### src/rtl/reel_controller_if.sv
// Bundle of the game-core I/O: step tick and buttons in, reel/score state out.
// The slave modport is the controller side, the master modport the driving side.
interface reel_controller_if #(
   parameter int SYM_W = 3
);
   logic             change_clk;
   logic             spin;
   logic             stop;
   logic [SYM_W-1:0] reel0;
   logic [SYM_W-1:0] reel1;
   logic [SYM_W-1:0] reel2;
   logic [2:0]       spinning;
   logic [1:0]       win;
   logic [6:0]       credits;
   logic             busy;

   modport master (
      output change_clk, spin, stop,
      input  reel0, reel1, reel2, spinning, win, credits, busy
   );

   modport slave (
      input  change_clk, spin, stop,
      output reel0, reel1, reel2, spinning, win, credits, busy
   );
endinterface

### src/rtl/reel_controller.sv
// Three-reel slot-machine core: reels step on rising change_clk levels, stop on
// button presses or an auto-stop timeout, and the result is scored into credits.
module reel_controller #(
   parameter int NUM_SYMBOLS  = 6,
   parameter int SYM_W        = 3,
   parameter int AUTO_STOP    = 40,
   parameter int INIT_CREDITS = 10,
   parameter int MAX_CREDITS  = 99,
   parameter int PAY_PAIR     = 2,
   parameter int PAY_TRIPLE   = 10
) (
   input logic              clk,
   input logic              rst,
   reel_controller_if.slave bus
);

   localparam int CNT_W = $clog2(AUTO_STOP + 1);

   typedef enum logic [1:0] {
      IDLE   = 2'd0,
      SPIN   = 2'd1,
      EVAL   = 2'd2,
      RESULT = 2'd3
   } state_t;

   state_t           state_r;
   logic [SYM_W-1:0] reel_r [3];
   logic [2:0]       spinning_r;
   logic [1:0]       win_r;
   logic [6:0]       credits_r;
   logic             busy_r;
   logic [CNT_W-1:0] auto_cnt_r;
   logic             change_prev_r;
   logic             spin_prev_r;
   logic             stop_prev_r;

   logic             tick_s;
   logic             spin_e_s;
   logic             stop_e_s;
   logic             stop_req_s;
   logic [2:0]       stop_mask_s;
   logic [2:0]       spin_next_s;
   logic [1:0]       win_s;
   logic [6:0]       pay_s;
   logic [7:0]       credit_sum_s;
   logic [6:0]       credit_eval_s;

   function automatic logic [SYM_W-1:0] next_symbol(input logic [SYM_W-1:0] sym);
      if (sym == SYM_W'(NUM_SYMBOLS - 1)) begin
         return '0;
      end else begin
         return sym + SYM_W'(1);
      end
   endfunction

   function automatic logic [1:0] win_class(input logic [SYM_W-1:0] a,
                                            input logic [SYM_W-1:0] b,
                                            input logic [SYM_W-1:0] c);
      if ((a == b) && (b == c)) begin
         return 2'b10;
      end else if ((a == b) || (b == c) || (a == c)) begin
         return 2'b01;
      end else begin
         return 2'b00;
      end
   endfunction

   assign tick_s     = bus.change_clk & ~change_prev_r;
   assign spin_e_s   = bus.spin & ~spin_prev_r;
   assign stop_e_s   = bus.stop & ~stop_prev_r;
   // A press and an auto-expiry in the same cycle merge into a single stop request.
   assign stop_req_s = stop_e_s | (auto_cnt_r == CNT_W'(AUTO_STOP));

   // Select the lowest still-spinning reel to stop this cycle.
   always_comb begin
      stop_mask_s = 3'b000;
      if (!stop_req_s) begin
         stop_mask_s = 3'b000;
      end else if (spinning_r[0]) begin
         stop_mask_s = 3'b001;
      end else if (spinning_r[1]) begin
         stop_mask_s = 3'b010;
      end else if (spinning_r[2]) begin
         stop_mask_s = 3'b100;
      end else begin
         stop_mask_s = 3'b000;
      end
      spin_next_s = spinning_r & ~stop_mask_s;
   end

   // Score the final reel positions and compute the saturated new balance.
   always_comb begin
      win_s = win_class(reel_r[0], reel_r[1], reel_r[2]);
      case (win_s)
         2'b10:   pay_s = 7'(PAY_TRIPLE);
         2'b01:   pay_s = 7'(PAY_PAIR);
         default: pay_s = 7'd0;
      endcase
      credit_sum_s = {1'b0, credits_r} + {1'b0, pay_s};
      if (credit_sum_s > 8'(MAX_CREDITS)) begin
         credit_eval_s = 7'(MAX_CREDITS);
      end else begin
         credit_eval_s = credit_sum_s[6:0];
      end
   end

   // Game state machine with edge-detect history and all registered outputs.
   always_ff @(posedge clk or negedge rst) begin
      if (!rst) begin
         state_r       <= IDLE;
         for (int i = 0; i < 3; i++) begin
            reel_r[i] <= '0;
         end
         spinning_r    <= 3'b000;
         win_r         <= 2'b00;
         credits_r     <= 7'(INIT_CREDITS);
         busy_r        <= 1'b0;
         auto_cnt_r    <= '0;
         change_prev_r <= 1'b0;
         spin_prev_r   <= 1'b1;
         stop_prev_r   <= 1'b1;
      end else begin
         change_prev_r <= bus.change_clk;
         spin_prev_r   <= bus.spin;
         stop_prev_r   <= bus.stop;
         case (state_r)
            IDLE, RESULT: begin
               if (spin_e_s && (credits_r != 7'd0)) begin
                  state_r    <= SPIN;
                  credits_r  <= credits_r - 7'd1;
                  spinning_r <= 3'b111;
                  win_r      <= 2'b00;
                  auto_cnt_r <= '0;
                  busy_r     <= 1'b1;
               end
            end
            SPIN: begin
               for (int i = 0; i < 3; i++) begin
                  if (tick_s && spin_next_s[i]) begin
                     reel_r[i] <= next_symbol(reel_r[i]);
                  end
               end
               spinning_r <= spin_next_s;
               if (stop_req_s) begin
                  auto_cnt_r <= '0;
               end else if (tick_s) begin
                  auto_cnt_r <= auto_cnt_r + CNT_W'(1);
               end
               if (spin_next_s == 3'b000) begin
                  state_r <= EVAL;
               end
            end
            EVAL: begin
               win_r     <= win_s;
               credits_r <= credit_eval_s;
               busy_r    <= 1'b0;
               state_r   <= RESULT;
            end
            default: begin
               state_r <= IDLE;
               busy_r  <= 1'b0;
            end
         endcase
      end
   end

   assign bus.reel0    = reel_r[0];
   assign bus.reel1    = reel_r[1];
   assign bus.reel2    = reel_r[2];
   assign bus.spinning = spinning_r;
   assign bus.win      = win_r;
   assign bus.credits  = credits_r;
   assign bus.busy     = busy_r;

endmodule

### src/flat_wrapper.sv
// flat-port wrapper written by rule: the top's interface ports become plain ports
module reel_controller_flat 
#(
   parameter int NUM_SYMBOLS  = 6,
   parameter int SYM_W        = 3,
   parameter int AUTO_STOP    = 40,
   parameter int INIT_CREDITS = 10,
   parameter int MAX_CREDITS  = 99,
   parameter int PAY_PAIR     = 2,
   parameter int PAY_TRIPLE   = 10
)
  (clk, rst, bus_change_clk, bus_spin, bus_stop, bus_reel0, bus_reel1, bus_reel2, bus_spinning, bus_win, bus_credits, bus_busy);
  reel_controller_if #(.SYM_W(SYM_W)) bus_i ();
  input logic clk;
  input logic rst;
  input wire logic [$bits(bus_i.change_clk)-1:0] bus_change_clk;
  input wire logic [$bits(bus_i.spin)-1:0] bus_spin;
  input wire logic [$bits(bus_i.stop)-1:0] bus_stop;
  output wire logic [$bits(bus_i.reel0)-1:0] bus_reel0;
  output wire logic [$bits(bus_i.reel1)-1:0] bus_reel1;
  output wire logic [$bits(bus_i.reel2)-1:0] bus_reel2;
  output wire logic [$bits(bus_i.spinning)-1:0] bus_spinning;
  output wire logic [$bits(bus_i.win)-1:0] bus_win;
  output wire logic [$bits(bus_i.credits)-1:0] bus_credits;
  output wire logic [$bits(bus_i.busy)-1:0] bus_busy;
  assign bus_i.change_clk = bus_change_clk;
  assign bus_i.spin = bus_spin;
  assign bus_i.stop = bus_stop;
  assign bus_reel0 = bus_i.reel0;
  assign bus_reel1 = bus_i.reel1;
  assign bus_reel2 = bus_i.reel2;
  assign bus_spinning = bus_i.spinning;
  assign bus_win = bus_i.win;
  assign bus_credits = bus_i.credits;
  assign bus_busy = bus_i.busy;
  reel_controller #(.NUM_SYMBOLS(NUM_SYMBOLS), .SYM_W(SYM_W), .AUTO_STOP(AUTO_STOP), .INIT_CREDITS(INIT_CREDITS), .MAX_CREDITS(MAX_CREDITS), .PAY_PAIR(PAY_PAIR), .PAY_TRIPLE(PAY_TRIPLE)) u_core (.clk(clk), .rst(rst), .bus(bus_i));
endmodule
### config.mk
export PLATFORM = sky130hd
export DESIGN_NAME = reel_controller_flat
export DESIGN_NICKNAME = d
export VERILOG_FILES = /design/src/rtl/reel_controller_if.sv /design/src/rtl/reel_controller.sv /design/src/flat_wrapper.sv
export SDC_FILE = /design/constraint.sdc
export NUM_CORES = 1
export LEC_CHECK = 0
export ABC_AREA = 1
export CORE_MARGIN = 2
export CORE_UTILIZATION = 55
export DETAILED_ROUTE_END_ITERATION = 10
export PLACE_DENSITY = 0.9
export SLEW_MARGIN = 10
export SYNTH_ARGS = -nofsm -noshare
export SYNTH_HDL_FRONTEND = slang
export SYNTH_SLANG_ARGS = --single-unit
### constraint.sdc
create_clock -name clk -period 4.9 [get_ports clk]
set_input_delay 0.98 -clock clk [delete_from_list [all_inputs] [get_ports clk]]
set_output_delay 0.98 -clock clk [all_outputs]
set_load 0.03 [all_outputs]
Word level (Yosys, flattened, before mapping):

Cells that the tools add are included.

* muxes and demuxes: 26
* add/subtract/negate cells: 6
* equal/unequal tests: 15
* magnitude comparators: 1
* reductions and logical operators: 20
* bitwise gates (word level): 9

Operators with widths (number)
* 2-to-1 mux 3 bit: 8
* 2-to-1 mux 6 bit: 3
* 2-to-1 mux 7 bit: 2
* case mux 7 bit (2 select lines): 1
* case mux 6 bit (2 select lines): 1
* AND reduction 2 bit: 6
* adder 3 x 1 -> 3 bit, second input constant: 3
* equality test 3 bit: 3
* equality test 3 bit, second input constant: 3
* adder 7 x 4 -> 8 bit: 1
* greater-than comparator 8 x 7 -> 1 bit, second input constant: 1
* 2-to-1 mux 2 bit: 4
* case mux 4 bit (2 select lines): 1
* nonzero test 7 bit: 1
* subtractor 7 x 1 -> 7 bit, second input constant: 1
* adder 6 x 1 -> 6 bit, second input constant: 1
* equality test 2 bit, second input constant: 3
* equality test 6 bit, second input constant: 1
* case mux 2 bit (3 select lines): 1
* case mux 3 bit (2 select lines): 1
* logical AND 1 bit: 5
* equality test 2 x 1 -> 1 bit, second input constant: 2
* != test 2 x 1 -> 1 bit, second input constant: 2
* case mux 2 bit (2 select lines): 1
* other kinds (14): 21

* flip-flop bits (word level): 33
* input bits: 5
* logic and storage cells: 89

Depth between registers and ports, before layout:

Gate-level depths: netlist (run 1).

* depth after elaboration: 11
* depth in mapped cells: 16
* depth with buffers taken out: 16

Least setup slack after synthesis (run 1):

Ideal clock, no wire load.

* kind: flip-flop to flip-flop
* start: register u_core.reel_r, in the netlist u_core.bus.reel0[0]
* end: register u_core.credits_r[2] (netlist: u_core.bus.credits[2])
* arrival time: 2123 ps
* buffers on the path: 1
* slack: 2656 ps
* data required time: 4779 ps
* stages on the path, launching flop included: 14
* cells stage by stage: dfrtp_1 > clkbuf_1 > xnor2_1 > nand4_1 > nor2_1 > ha_1 > nand3_1 > nand2_1 > nand2_1 > nand2_1 > nand2_1 > nand3_1 > nand4_1 > nand2_1

* cells in the longest elaborated chain, start to end: 11
* elaborated cells between the ends (all ways): 14

Ends and longest elaborated chain
* start: declaration: RTL line reel_controller.sv:27 `logic [SYM_W-1:0] reel_r [3];`
* start signal: indexed assignment: RTL line reel_controller.sv:140 `reel_r[i] <= next_symbol(reel_r[i]);`
* equality test 3 bit: RTL line reel_controller.sv:59, reel_controller.sv:61
* logical OR 1 bit (2 in a row): RTL line reel_controller.sv:61 `end else if ((a == b) || (b == c) || (a == c)) begin`
* 2-to-1 mux 1 bit: RTL line reel_controller.sv:61
* 2-to-1 mux 2 bit *: RTL line reel_controller.sv:59 `if ((a == b) && (b == c)) begin`
* equality test 2 x 1 -> 1 bit or equality test 2 bit (tied branches): RTL line reel_controller.sv:94 `case (win_s)`
* case mux 4 bit (2 select lines) *: RTL line reel_controller.sv:94
* adder 7 x 4 -> 8 bit *: RTL line reel_controller.sv:99 `credit_sum_s = {1'b0, credits_r} + {1'b0, pay_s};`
* greater-than comparator 8 x 7 -> 1 bit: RTL line reel_controller.sv:100 `if (credit_sum_s > 8'(MAX_CREDITS)) begin`
* 2-to-1 mux 7 bit *: RTL line reel_controller.sv:100
* case mux 7 bit (2 select lines) *: RTL line reel_controller.sv:126 `case (state_r)`
* end signal: assignment: RTL line reel_controller.sv:116 `credits_r <= 7'(INIT_CREDITS);`
* end signal: assignment: RTL line reel_controller.sv:130 `credits_r <= credits_r - 7'd1;`
* end signal: assignment: RTL line reel_controller.sv:155 `credits_r <= credit_eval_s;`
* end: declaration: RTL line reel_controller.sv:30 `logic [6:0] credits_r;`

Every way passes the cells marked *; elsewhere a longest branch is shown, timed or not.
A chain may end at the register's enable or synchronous reset.

Worst setup path after layout (run 1):

* start: register u_core.credits_r[3] (netlist: u_core.bus.credits[3])
* end: output port bus_credits[3]

RTL lines
* end: declaration: RTL line flat_wrapper.sv:24 `output wire logic [$bits(bus_i.credits)-1:0] bus_credits;`

No word-level cell between the ends.

==> flow_results.xml, run 1 <==
<?xml version="1.0" encoding="UTF-8"?>
<metrics>
  <group name="global_route">
    <metric name="grt_pass1_vias" unit="">1756</metric>
    <metric name="met1_track_demand_over_resource_in_global_routing" unit="">0.264</metric>
    <metric name="grt_antenna_before_repair" unit="">0</metric>
    <metric name="global_route_wire_length_before_repair" unit="um">7210</metric>
    <metric name="globalRouteMet2Util" unit="">0.360</metric>
    <metric name="busiest_layer" unit="">met2</metric>
    <metric name="grtUsageMet3" unit="">0.0596</metric>
    <metric name="largest_net_degree_at_the_start_of_global_routing" unit="">34</metric>
    <metric name="overall_fraction_of_global_route_tracks_in_use" unit="">0.217</metric>
    <metric name="globalRouteOverflowTotal" unit="">0</metric>
  </group>
  <group name="cts">
    <metric name="cts_resized" unit="">0</metric>
    <metric name="tritoncts" unit="">done</metric>
    <metric name="cts_root_buffer" unit="">sky130_fd_sc_hd__clkbuf_8</metric>
    <metric name="clk_pin_slew" unit="ns">0.06</metric>
    <metric name="cts-buffers-inserted" unit="">5</metric>
    <metric name="post_cts.repair.setup_buffers" unit="">0</metric>
    <metric name="cts-hold-fix-buffers" unit="">0</metric>
    <metric name="clock_sinks" unit="">33</metric>
    <metric name="clock_latency" unit="ns">0.28</metric>
    <metric name="htree_levels" unit="">2</metric>
    <metric name="ctsLongestPathBuffers" unit="">2</metric>
  </group>
  <group name="worst_setup_path">
    <metric name="critical_path.max_stage_delay" unit="ns">0.70</metric>
    <metric name="worst_setup_path_end_kind" unit="">primary output</metric>
    <metric name="worst-endpoint-required" unit="ns">3.92</metric>
    <metric name="critical_setup_path_class" unit="">reg2out</metric>
    <metric name="worstPathMaxFanout" unit="">7</metric>
    <metric name="regToRegSetupSlack" unit="ns">2.54</metric>
    <metric name="cp_top_family" unit="">buffers and inverters</metric>
    <metric name="worst-path-buf-inv" unit="">1</metric>
    <metric name="cp.arrival" unit="ns">1.61</metric>
    <metric name="worstSetupStartpointType" unit="">flop</metric>
    <metric name="critical_path.slowest_cell" unit="">sky130_fd_sc_hd__clkdlybuf4s50_1</metric>
    <metric name="timing.critical_path.cells" unit="">clkdlybuf4s50_1</metric>
  </group>
  <group name="synthesis">
    <metric name="synth.distinct_cells" unit="">27</metric>
    <metric name="synth_warnings" unit="">0</metric>
    <metric name="mappedNetlistArea" unit="um2">2100</metric>
    <metric name="syn_inst" unit="">271</metric>
    <metric name="sequential_area_share_after_synthesis" unit="">0.395</metric>
    <metric name="synthesized_net_count" unit="">286</metric>
    <metric name="synthesis.area_per_instance" unit="um2">7.75</metric>
    <metric name="total_of_flip_flops_plus_latches_after_synthesis" unit="">33</metric>
  </group>
  <group name="power_and_ir_drop">
    <metric name="finalPower" unit="W">0.00171</metric>
    <metric name="power.density_cell_area" unit="nW/um2">693</metric>
    <metric name="leakage" unit="nW">1.22</metric>
    <metric name="ir_drop" unit="mV">0.414</metric>
  </group>
  <group name="flow_run">
    <metric name="cap_viol_max_count" unit="">0</metric>
  </group>
  <group name="floorplanning">
    <metric name="rows" unit="">22</metric>
    <metric name="die_w" unit="um">65.8</metric>
    <metric name="start_util" unit="">0.574</metric>
    <metric name="design.die.area" unit="um2">4330</metric>
    <metric name="core_region_area" unit="um2">3660</metric>
    <metric name="die_height" unit="um">65.8</metric>
    <metric name="io_pins" unit="">27</metric>
  </group>
  <group name="layout">
    <metric name="drive_above_1_share" unit="">0.117</metric>
    <metric name="post_route_design_area" unit="um2">2470</metric>
    <metric name="area_growth" unit="%">17.7</metric>
    <metric name="finalCoreUtilization" unit="">0.676</metric>
    <metric name="filler_cell_count" unit="">300</metric>
    <metric name="nNetsFinal" unit="">314</metric>
    <metric name="num_antenna_cells" unit="">0</metric>
  </group>
  <group name="placement">
    <metric name="dpl_cell_area" unit="um2">2390</metric>
    <metric name="placement.io_buffers" unit="">26</metric>
    <metric name="gpl.final_weighted_congestion" unit="">0.898</metric>
    <metric name="post-dp-hpwl" unit="um">3170</metric>
  </group>
  <group name="sta">
    <metric name="finClkSkew" unit="ns">0.00576</metric>
    <metric name="hold_violations" unit="">0</metric>
    <metric name="period_needed" unit="ns">2.59</metric>
    <metric name="timing.hold.ws" unit="ns">0.484</metric>
    <metric name="timing_worst_slew_pin_value" unit="ns">0.416</metric>
    <metric name="final.period_utilization" unit="">0.528</metric>
    <metric name="slew_headroom" unit="">0.722</metric>
    <metric name="sum_of_negative_setup_slack" unit="ns">0</metric>
    <metric name="timing.final.max_slew_violations" unit="">0</metric>
    <metric name="timing.final.setup_violations" unit="">0</metric>
    <metric name="rsz_0062_raised_after_global_routing" unit="">no</metric>
    <metric name="maxClockFrequency" unit="GHz">0.387</metric>
  </group>
  <group name="routing">
    <metric name="routed_wire_length_per_instance" unit="um">11.8</metric>
    <metric name="vias" unit="">1839</metric>
    <metric name="detail_route.first_pass.iterations" unit="">4</metric>
    <metric name="ant_nets" unit="">0</metric>
    <metric name="totalWireLength" unit="um">4120</metric>
    <metric name="drt_drc_violations_left" unit="">0</metric>
    <metric name="detail_route.vias_per_cell" unit="">5.28</metric>
    <metric name="dr.first_iter.drc_count" unit="">99</metric>
  </group>
  <group name="worst_hold_path">
    <metric name="timing.hold.worst.class" unit="">reg2reg</metric>
  </group>
  <group name="status">
    <metric name="run_status" unit="">complete, no violations</metric>
  </group>
</metrics>
## flip-flops by register name, summed over array words and instances (netlist names), 2 cells and up
signal and flops:
u_core.bus.win 2, u_core.bus.credits 7, u_core.bus.spinning 3, u_core.bus.reel2 3, u_core.bus.reel0 3, u_core.state_r 2, u_core.auto_cnt_r 6, u_core.bus.reel1 3
## routing by layer
metal  up-vias  wire length [um]
li1        924                 -
met1       851              1850
met2        56              2000
met3         8               195
met4         0                68
met5         -                 0
## cell type report
| type | count | area (um2) | area share |
|---|---|---|---|
| tap | 48 | 60.1 | 0.0243 |
| clock inverter | 2 | 10.0 | 0.00405 |
| multi-input combinational | 193 | 1090 | 0.439 |
| clock buffer | 6 | 72.6 | 0.0293 |
| timing repair buffer | 27 | 268 | 0.108 |
| inverter | 39 | 146 | 0.0592 |
| sequential | 33 | 831 | 0.336 |
## path summary, 6_finish.rpt
path | startpoint | endpoint | cells after the start
setup / recovery | u_core.bus.credits[3]$_DFFE_PN1P_ | bus_credits[3] | 1
hold / removal | u_core.bus.win[1]$_DFFE_PN0P_ | u_core.bus.win[1]$_DFFE_PN0P_ | 2
setup reg to reg | u_core.bus.reel1[0]$_DFFE_PN0P_ | u_core.bus.credits[0]$_DFFE_PN0P_ | 13
hold reg to reg | u_core.bus.win[1]$_DFFE_PN0P_ | u_core.bus.win[1]$_DFFE_PN0P_ | 2
max in group asynchronous | rst | u_core.spin_prev_r$_DFF_PN1_ | 2
min in group asynchronous | rst | u_core.auto_cnt_r[2]$_DFFE_PN0P_ | 2
## report_power, final
| part | total, W | switching [W] | internal, W | leakage, nW |
|---|---|---|---|---|
| Clock | 0.000193 | 0.0000947 | 0.0000982 | 0.0450 |
| Combinational | 0.00102 | 0.000636 | 0.000381 | 0.781 |
| Sequential | 0.000505 | 0.000126 | 0.000379 | 0.394 |
| Total | 0.00171 | 0.000857 | 0.000858 | 1.22 |
## logic make-up (layout without fill, tap and decap cells)
group                      Yosys count  after routing  synth area share
DFF                                 33             33             0.395
buffers and inverters               45             74            0.0875
AOI/OAI and AO/OA                   37             37             0.104
adders and majority gates           10             10            0.0596
xor gates and xnor gates            15             15            0.0625
and+or+nand+nor                    131            131             0.291
## synthesized netlist by cell type, drive strengths merged
| master | count | area, um2 |
|---|---|---|
| a21oi | 15 | 75.1 |
| a22oi | 1 | 7.51 |
| buf | 2 | 22.5 |
| clkbuf | 4 | 15.0 |
| dfrtp | 29 | 726 |
| dfstp | 4 | 105 |
| ha | 10 | 125 |
| inv | 39 | 146 |
| nand2 | 69 | 282 |
| nand3 | 25 | 145 |
| nand3b | 1 | 7.51 |
| nand4 | 9 | 56.3 |
| nor2 | 25 | 111 |
| nor3 | 2 | 10.0 |
| o211ai | 2 | 15.0 |
| o21ai | 18 | 113 |
| o31ai | 1 | 7.51 |
| xnor2 | 6 | 52.6 |
| xor2 | 9 | 78.8 |
## layout by cell type, fill, tap and decap left out, drive strengths merged
cell type / netlist / routed
dfstp: 4 / 4
ha: 10 / 10
buf: 2 / 1
xnor2: 6 / 6
nand3: 25 / 25
xor2: 9 / 9
nor3: 2 / 2
nand3b: 1 / 1
inv: 39 / 39
nand2: 69 / 69
clkinv: 0 / 2
clkdlybuf4s50: 0 / 26
o211ai: 2 / 2
nor2: 25 / 25
o21ai: 18 / 18
dfrtp: 29 / 29
o31ai: 1 / 1
a22oi: 1 / 1
nand4: 9 / 9
clkbuf: 4 / 6
a21oi: 15 / 15
## stage by stage
stage	setup slack (ns)	instances
2_1_floorplan	2.66	271
3_3_place_gp	2.44	340
3_5_place_dp	2.38	340
4_1_cts	2.31	348
5_1_grt	2.27	348
6_report	2.31	348
(Power assumes the default switching activity.)
==> run 2, diff against run 1 <==
Clock period 4.9 ns to 2.56 ns, I/O delays scaled along.
==> flow_results.xml, run 2 (synthesis results as in run 1) <==
<?xml version="1.0" encoding="UTF-8"?>
<metrics>
  <group name="status">
    <metric name="run_status" unit="">complete, no violations</metric>
  </group>
  <group name="sta">
    <metric name="timing.final.setup_violations" unit="">0</metric>
    <metric name="timing_worst_slew_pin_value" unit="ns">0.424</metric>
    <metric name="maxClockFrequency" unit="GHz">0.449</metric>
    <metric name="hold_violations" unit="">0</metric>
    <metric name="slew_headroom" unit="">0.717</metric>
    <metric name="final.period_utilization" unit="">0.870</metric>
    <metric name="finClkSkew" unit="ns">0.00418</metric>
    <metric name="timing.final.max_slew_violations" unit="">0</metric>
    <metric name="sum_of_negative_setup_slack" unit="ns">0</metric>
    <metric name="rsz_0062_raised_after_global_routing" unit="">no</metric>
    <metric name="period_needed" unit="ns">2.23</metric>
  </group>
  <group name="cts">
    <metric name="cts_resized" unit="">0</metric>
    <metric name="clk_pin_slew" unit="ns">0.07</metric>
    <metric name="cts_root_buffer" unit="">sky130_fd_sc_hd__clkbuf_8</metric>
    <metric name="clock_sinks" unit="">33</metric>
    <metric name="cts-buffers-inserted" unit="">5</metric>
    <metric name="ctsLongestPathBuffers" unit="">2</metric>
    <metric name="htree_levels" unit="">2</metric>
    <metric name="clock_latency" unit="ns">0.29</metric>
    <metric name="cts-hold-fix-buffers" unit="">0</metric>
    <metric name="tritoncts" unit="">done</metric>
    <metric name="post_cts.repair.setup_buffers" unit="">0</metric>
  </group>
  <group name="worst_setup_path">
    <metric name="critical_setup_path_class" unit="">reg2reg</metric>
    <metric name="worst_setup_path_end_kind" unit="">flop</metric>
    <metric name="worst-endpoint-required" unit="ns">2.73</metric>
    <metric name="cp.arrival" unit="ns">2.40</metric>
    <metric name="worstSetupStartpointType" unit="">flop</metric>
    <metric name="worstPathMaxFanout" unit="">6</metric>
  </group>
  <group name="floorplanning">
    <metric name="die_height" unit="um">65.8</metric>
    <metric name="io_pins" unit="">27</metric>
    <metric name="core_region_area" unit="um2">3660</metric>
    <metric name="start_util" unit="">0.574</metric>
    <metric name="die_w" unit="um">65.8</metric>
    <metric name="rows" unit="">22</metric>
    <metric name="design.die.area" unit="um2">4330</metric>
  </group>
  <group name="routing">
    <metric name="routed_wire_length_per_instance" unit="um">12.8</metric>
    <metric name="detail_route.vias_per_cell" unit="">5.28</metric>
    <metric name="totalWireLength" unit="um">4440</metric>
    <metric name="vias" unit="">1837</metric>
    <metric name="dr.first_iter.drc_count" unit="">219</metric>
    <metric name="ant_nets" unit="">0</metric>
    <metric name="drt_drc_violations_left" unit="">0</metric>
    <metric name="detail_route.first_pass.iterations" unit="">4</metric>
  </group>
  <group name="power_and_ir_drop">
    <metric name="leakage" unit="nW">1.23</metric>
    <metric name="finalPower" unit="W">0.00337</metric>
    <metric name="ir_drop" unit="mV">0.721</metric>
    <metric name="power.density_cell_area" unit="nW/um2">1350</metric>
  </group>
  <group name="placement">
    <metric name="placement.io_buffers" unit="">26</metric>
    <metric name="post-dp-hpwl" unit="um">3250</metric>
    <metric name="gpl.final_weighted_congestion" unit="">1.05</metric>
  </group>
  <group name="global_route">
    <metric name="grt_pass1_vias" unit="">1725</metric>
    <metric name="grt_antenna_before_repair" unit="">0</metric>
    <metric name="global_route_wire_length_before_repair" unit="um">7760</metric>
    <metric name="overall_fraction_of_global_route_tracks_in_use" unit="">0.235</metric>
    <metric name="globalRouteOverflowTotal" unit="">0</metric>
    <metric name="largest_net_degree_at_the_start_of_global_routing" unit="">34</metric>
  </group>
  <group name="layout">
    <metric name="multi_input_comb_area" unit="um2">1090</metric>
    <metric name="nNetsFinal" unit="">314</metric>
    <metric name="layout_commonest_cell" unit="">sky130_fd_sc_hd__nand2_1</metric>
    <metric name="drive_above_1_share" unit="">0.120</metric>
    <metric name="area_growth" unit="%">18.6</metric>
    <metric name="number_of_flip_flops_under_the_largest_register_name" unit="">7</metric>
    <metric name="num_antenna_cells" unit="">0</metric>
    <metric name="seqCellArea" unit="um2">831</metric>
    <metric name="layout.cells.most_common_list" unit="">62 x sky130_fd_sc_hd__nand2_1, 38 x sky130_fd_sc_hd__inv_1, 29 x sky130_fd_sc_hd__dfrtp_1, 26 x sky130_fd_sc_hd__clkdlybuf4s50_1, 21 x sky130_fd_sc_hd__nand3_1</metric>
    <metric name="filler_cell_count" unit="">297</metric>
  </group>
  <group name="flow_run">
    <metric name="cap_viol_max_count" unit="">0</metric>
  </group>
  <group name="worst_hold_path">
    <metric name="timing.hold.worst.class" unit="">reg2reg</metric>
  </group>
</metrics>
run 2: cell types whose count changed in the layout (fill, tap and decap cells not counted):
| cell | delta |
|---|---|
| sky130_fd_sc_hd__clkbuf_8 | +2 |
| sky130_fd_sc_hd__clkinv_2 | -1 |
| sky130_fd_sc_hd__clkbuf_1 | -1 |
run 2: critical path, cell delays in order (launching register included):
cell	delay [ns]
sky130_fd_sc_hd__dfrtp_1	0.47
sky130_fd_sc_hd__xnor2_1	0.16
sky130_fd_sc_hd__nand4_1	0.12
sky130_fd_sc_hd__nand3_1	0.12
sky130_fd_sc_hd__ha_1	0.22
sky130_fd_sc_hd__ha_1	0.22
sky130_fd_sc_hd__nand2_1	0.06
sky130_fd_sc_hd__nand2_1	0.08
sky130_fd_sc_hd__nand2_1	0.06
sky130_fd_sc_hd__nand2_1	0.05
sky130_fd_sc_hd__nand2_1	0.07
sky130_fd_sc_hd__inv_1	0.04
sky130_fd_sc_hd__nand3_1	0.17
sky130_fd_sc_hd__nand2_1	0.10
sky130_fd_sc_hd__nand3_1	0.07
sky130_fd_sc_hd__o21ai_0	0.08
run 2: through the flow:
| stage | std cells | hold WS (ns) | cell area, um2 | utilization | worst slack [ns] |
|---|---|---|---|---|---|
| after floorplan | 271 | 0.216 | 2100 | - | 0.316 |
| after global placement | 340 | 0.460 | 2390 | 0.653 | 0.421 |
| after detailed placement | 340 | 0.464 | 2390 | 0.653 | 0.401 |
| after CTS | 348 | 0.483 | 2490 | 0.681 | 0.355 |
| after global routing | 348 | 0.524 | 2490 | 0.681 | 0.0810 |
| final | 348 | 0.482 | 2490 | 0.681 | 0.333 |
run 2: worst paths after layout:
check | slack, ns | start | to | cells past startpoint
worst max-delay path | 0.33 | u_core.bus.reel0[0]$_DFFE_PN0P_ | u_core.bus.credits[0]$_DFFE_PN0P_ | 15
worst min-delay path | 0.48 | u_core.bus.win[1]$_DFFE_PN0P_ | u_core.bus.win[1]$_DFFE_PN0P_ | 2
worst max register to register | 0.33 | u_core.bus.reel0[0]$_DFFE_PN0P_ | u_core.bus.credits[0]$_DFFE_PN0P_ | 15
worst min register to register | 0.48 | u_core.bus.win[1]$_DFFE_PN0P_ | u_core.bus.win[1]$_DFFE_PN0P_ | 2
max in group asynchronous | 1.61 | rst | u_core.spin_prev_r$_DFF_PN1_ | 2
min in group asynchronous | 0.62 | rst | u_core.auto_cnt_r[2]$_DFFE_PN0P_ | 2
run 2: final cells by class:
cell class	instances	share of cell area
repair buffers	27	0.107
flip-flops and latches	33	0.333
clock inverters	1	0.00201
inverters	39	0.0587
clock buffers	7	0.0387
well taps	48	0.0241
multi-input cells	193	0.436
run 2: layer usage:
layer | part of all wire | GRT usage | vias to the layer above
met5 | 0 | 0 | -
met2 | 0.49 | 0.386 | 59
met1 | 0.43 | 0.310 | 840
met4 | 0.019 | 0.0677 | 0
li1 | - | - | 928
met3 | 0.063 | 0.0528 | 10
run 2: power by group:
group	switching [W]	total, W	internal, W	leakage, nW
Clock	0.000189	0.000431	0.000243	0.0542
Combinational	0.00123	0.00197	0.000732	0.781
Sequential	0.000251	0.000976	0.000725	0.394
Total	0.00167	0.00337	0.00170	1.23
==> run 3, diff against run 2 <==
Settings changed: CORE_UTILIZATION 55 to 30, PLACE_DENSITY 0.9 to 0.6.
==> flow_results.xml, run 3 (synthesis results as in run 1) <==
<?xml version="1.0" encoding="UTF-8"?>
<metrics>
  <group name="sta">
    <metric name="final.period_utilization" unit="">0.892</metric>
    <metric name="timing.final.max_slew_violations" unit="">0</metric>
    <metric name="maxClockFrequency" unit="GHz">0.438</metric>
    <metric name="period_needed" unit="ns">2.28</metric>
    <metric name="sum_of_negative_setup_slack" unit="ns">0</metric>
    <metric name="rsz_0062_raised_after_global_routing" unit="">no</metric>
    <metric name="timing.hold.ws" unit="ns">0.473</metric>
    <metric name="finClkSkew" unit="ns">0.00437</metric>
    <metric name="slew_headroom" unit="">0.703</metric>
    <metric name="timing.final.setup_violations" unit="">0</metric>
    <metric name="hold_violations" unit="">0</metric>
    <metric name="timing_worst_slew_pin_value" unit="ns">0.445</metric>
  </group>
  <group name="worst_setup_path">
    <metric name="critical_path.slowest_cell" unit="">sky130_fd_sc_hd__dfrtp_1</metric>
    <metric name="worst_setup_path_end_kind" unit="">flop</metric>
    <metric name="timing.critical_path.from" unit="">u_core.bus.reel1[0]$_DFFE_PN0P_</metric>
    <metric name="worstSetupStartpointType" unit="">flop</metric>
    <metric name="critPathMostFrequentCell" unit="">sky130_fd_sc_hd__nand2_1</metric>
    <metric name="reg2reg_to" unit="">u_core.bus.credits[0]$_DFFE_PN0P_</metric>
    <metric name="timing.critical_path.cells" unit="">xnor2_1 &gt; nand4_1 &gt; nor2_1 &gt; ha_1 &gt; nand3_1 &gt; nand2_1 &gt; nand2_1 &gt; nand2_1 &gt; nand2_1 &gt; nand3_1 &gt; nand2_1 &gt; nand3_1 &gt; o21ai_0</metric>
    <metric name="worst-r2r-cell-count" unit="">13</metric>
    <metric name="regToRegSetupSlack" unit="ns">0.28</metric>
    <metric name="worst-endpoint-required" unit="ns">2.77</metric>
    <metric name="cp.arrival" unit="ns">2.49</metric>
    <metric name="rr_startpoint" unit="">u_core.bus.reel1[0]$_DFFE_PN0P_</metric>
    <metric name="critical_path.max_stage_delay" unit="ns">0.47</metric>
    <metric name="worstPathMaxFanout" unit="">6</metric>
    <metric name="critical_setup_path_class" unit="">reg2reg</metric>
  </group>
  <group name="floorplanning">
    <metric name="die_w" unit="um">87.7</metric>
    <metric name="design.die.area" unit="um2">7690</metric>
    <metric name="rows" unit="">30</metric>
    <metric name="die_height" unit="um">87.7</metric>
    <metric name="io_pins" unit="">27</metric>
    <metric name="start_util" unit="">0.309</metric>
    <metric name="core_region_area" unit="um2">6790</metric>
  </group>
  <group name="global_route">
    <metric name="overall_fraction_of_global_route_tracks_in_use" unit="">0.126</metric>
    <metric name="global_route_wire_length_before_repair" unit="um">7710</metric>
    <metric name="grt_pass1_vias" unit="">1675</metric>
    <metric name="largest_net_degree_at_the_start_of_global_routing" unit="">34</metric>
    <metric name="globalRouteOverflowTotal" unit="">0</metric>
    <metric name="grt_antenna_before_repair" unit="">0</metric>
  </group>
  <group name="routing">
    <metric name="ant_nets" unit="">0</metric>
    <metric name="dr.first_iter.drc_count" unit="">88</metric>
    <metric name="totalWireLength" unit="um">4480</metric>
    <metric name="detail_route.first_pass.iterations" unit="">4</metric>
    <metric name="drt_drc_violations_left" unit="">0</metric>
    <metric name="routed_wire_length_per_instance" unit="um">11.3</metric>
    <metric name="detail_route.vias_per_cell" unit="">4.55</metric>
    <metric name="vias" unit="">1801</metric>
  </group>
  <group name="power_and_ir_drop">
    <metric name="finalPower" unit="W">0.00338</metric>
    <metric name="netSwitchingPower" unit="W">0.00168</metric>
    <metric name="cell_internal_pwr" unit="W">0.00170</metric>
    <metric name="seqPwrFrac" unit="">0.287</metric>
    <metric name="power.density_cell_area" unit="nW/um2">1330</metric>
    <metric name="ir_drop" unit="mV">0.643</metric>
    <metric name="power_frac_clock" unit="">0.130</metric>
    <metric name="power.share.switching" unit="">0.497</metric>
    <metric name="leakage" unit="nW">1.23</metric>
    <metric name="pwr-share-comb" unit="">0.583</metric>
  </group>
  <group name="placement">
    <metric name="post-dp-hpwl" unit="um">3350</metric>
    <metric name="gpl.final_weighted_congestion" unit="">0.922</metric>
    <metric name="dpl_cell_area" unit="um2">2450</metric>
    <metric name="placement.io_buffers" unit="">26</metric>
  </group>
  <group name="cts">
    <metric name="clock_sinks" unit="">33</metric>
    <metric name="tritoncts" unit="">done</metric>
    <metric name="clk_pin_slew" unit="ns">0.07</metric>
    <metric name="htree_levels" unit="">2</metric>
    <metric name="post_cts.repair.setup_buffers" unit="">0</metric>
    <metric name="clock_latency" unit="ns">0.28</metric>
    <metric name="cts-buffers-inserted" unit="">5</metric>
    <metric name="cts-hold-fix-buffers" unit="">0</metric>
    <metric name="cts_root_buffer" unit="">sky130_fd_sc_hd__clkbuf_8</metric>
    <metric name="cts_resized" unit="">0</metric>
    <metric name="ctsLongestPathBuffers" unit="">2</metric>
  </group>
  <group name="layout">
    <metric name="num_antenna_cells" unit="">0</metric>
    <metric name="layout_commonest_cell" unit="">sky130_fd_sc_hd__nand2_1</metric>
    <metric name="post_route_design_area" unit="um2">2550</metric>
    <metric name="layout.cells.most_common_list" unit="">62 x sky130_fd_sc_hd__nand2_1, 38 x sky130_fd_sc_hd__inv_1, 29 x sky130_fd_sc_hd__dfrtp_1, 26 x sky130_fd_sc_hd__clkdlybuf4s50_1, 21 x sky130_fd_sc_hd__nand3_1</metric>
    <metric name="drive_above_1_share" unit="">0.120</metric>
    <metric name="filler_cell_count" unit="">715</metric>
    <metric name="number_of_flip_flops_under_the_largest_register_name" unit="">7</metric>
    <metric name="area_growth" unit="%">21.5</metric>
    <metric name="nNetsFinal" unit="">314</metric>
  </group>
  <group name="flow_run">
    <metric name="cap_viol_max_count" unit="">0</metric>
  </group>
  <group name="worst_hold_path">
    <metric name="holdPathStages" unit="">2</metric>
    <metric name="holdCritStartpoint" unit="">u_core.bus.busy$_DFFE_PN0P_</metric>
    <metric name="timing.hold.worst.class" unit="">reg2reg</metric>
    <metric name="min_to" unit="">u_core.bus.busy$_DFFE_PN0P_</metric>
  </group>
  <group name="status">
    <metric name="run_status" unit="">complete, no violations</metric>
  </group>
</metrics>
==> run 3: cell counts in the layout (fill, tap and decap cells not counted) <==
Identical to the previous run, type by type.
==> run 3: stage by stage <==
step	util	setup slack, ns	instances
2_1_floorplan	-	0.316	271
3_3_place_gp	0.361	0.369	388
3_5_place_dp	0.361	0.307	388
4_1_cts	0.376	0.281	396
5_1_grt	0.376	0.0509	396
6_report	0.376	0.276	396
==> run 3: how the worst max path moves through the flow <==
stage / depth (start not counted) / to / slack [ns]
after global placement: 12 / u_core.bus.credits[2]$_DFFE_PN0P_ / 0.37
after detailed placement: 13 / u_core.bus.credits[0]$_DFFE_PN0P_ / 0.31
after floorplan: 13 / u_core.bus.credits[2]$_DFFE_PN0P_ / 0.32
after global routing: 13 / u_core.bus.credits[1]$_DFFE_PN1P_ / 0.05
after CTS: 13 / u_core.bus.credits[0]$_DFFE_PN0P_ / 0.28
final: 13 / u_core.bus.credits[0]$_DFFE_PN0P_ / 0.28
==> run 3: critical path: cells and delay by family, from the launching register on <==
kind | cells | cell delay, ns
flops | 1 | 0.47
fa+ha+maj | 1 | 0.30
xor+xnor | 1 | 0.19
compound gates | 1 | 0.07
simple gates | 10 | 1.17
==> run 3: power groups by stage <==
stage	Clock, W	Sequential [W]	Combinational, W
CTS	0.000459	0.000972	0.00198
detailed placement	0	0.000982	0.00195
floorplan	0	0.00119	0.00118
global route	0.000477	0.00101	0.00220
global placement	0	0.000982	0.00195
finish	0.000440	0.000971	0.00197
==> run 3: layer usage <==
layer,vias to the layer above,GRT usage,part of all wire
li1,932,-,-
met1,811,0.176,0.50
met2,48,0.196,0.43
met3,10,0.0264,0.047
met4,0,0.0420,0.017
met5,-,0,0
==> run 3: layout make-up <==
type | instances | area [um2] | area share
inverters | 39 | 146 | 0.0574
well taps | 96 | 120 | 0.0471
flip-flops and latches | 33 | 831 | 0.325
multi-input cells | 193 | 1090 | 0.425
clock buffers | 7 | 96.3 | 0.0377
repair buffers | 27 | 268 | 0.105
clock inverters | 1 | 5.00 | 0.00196
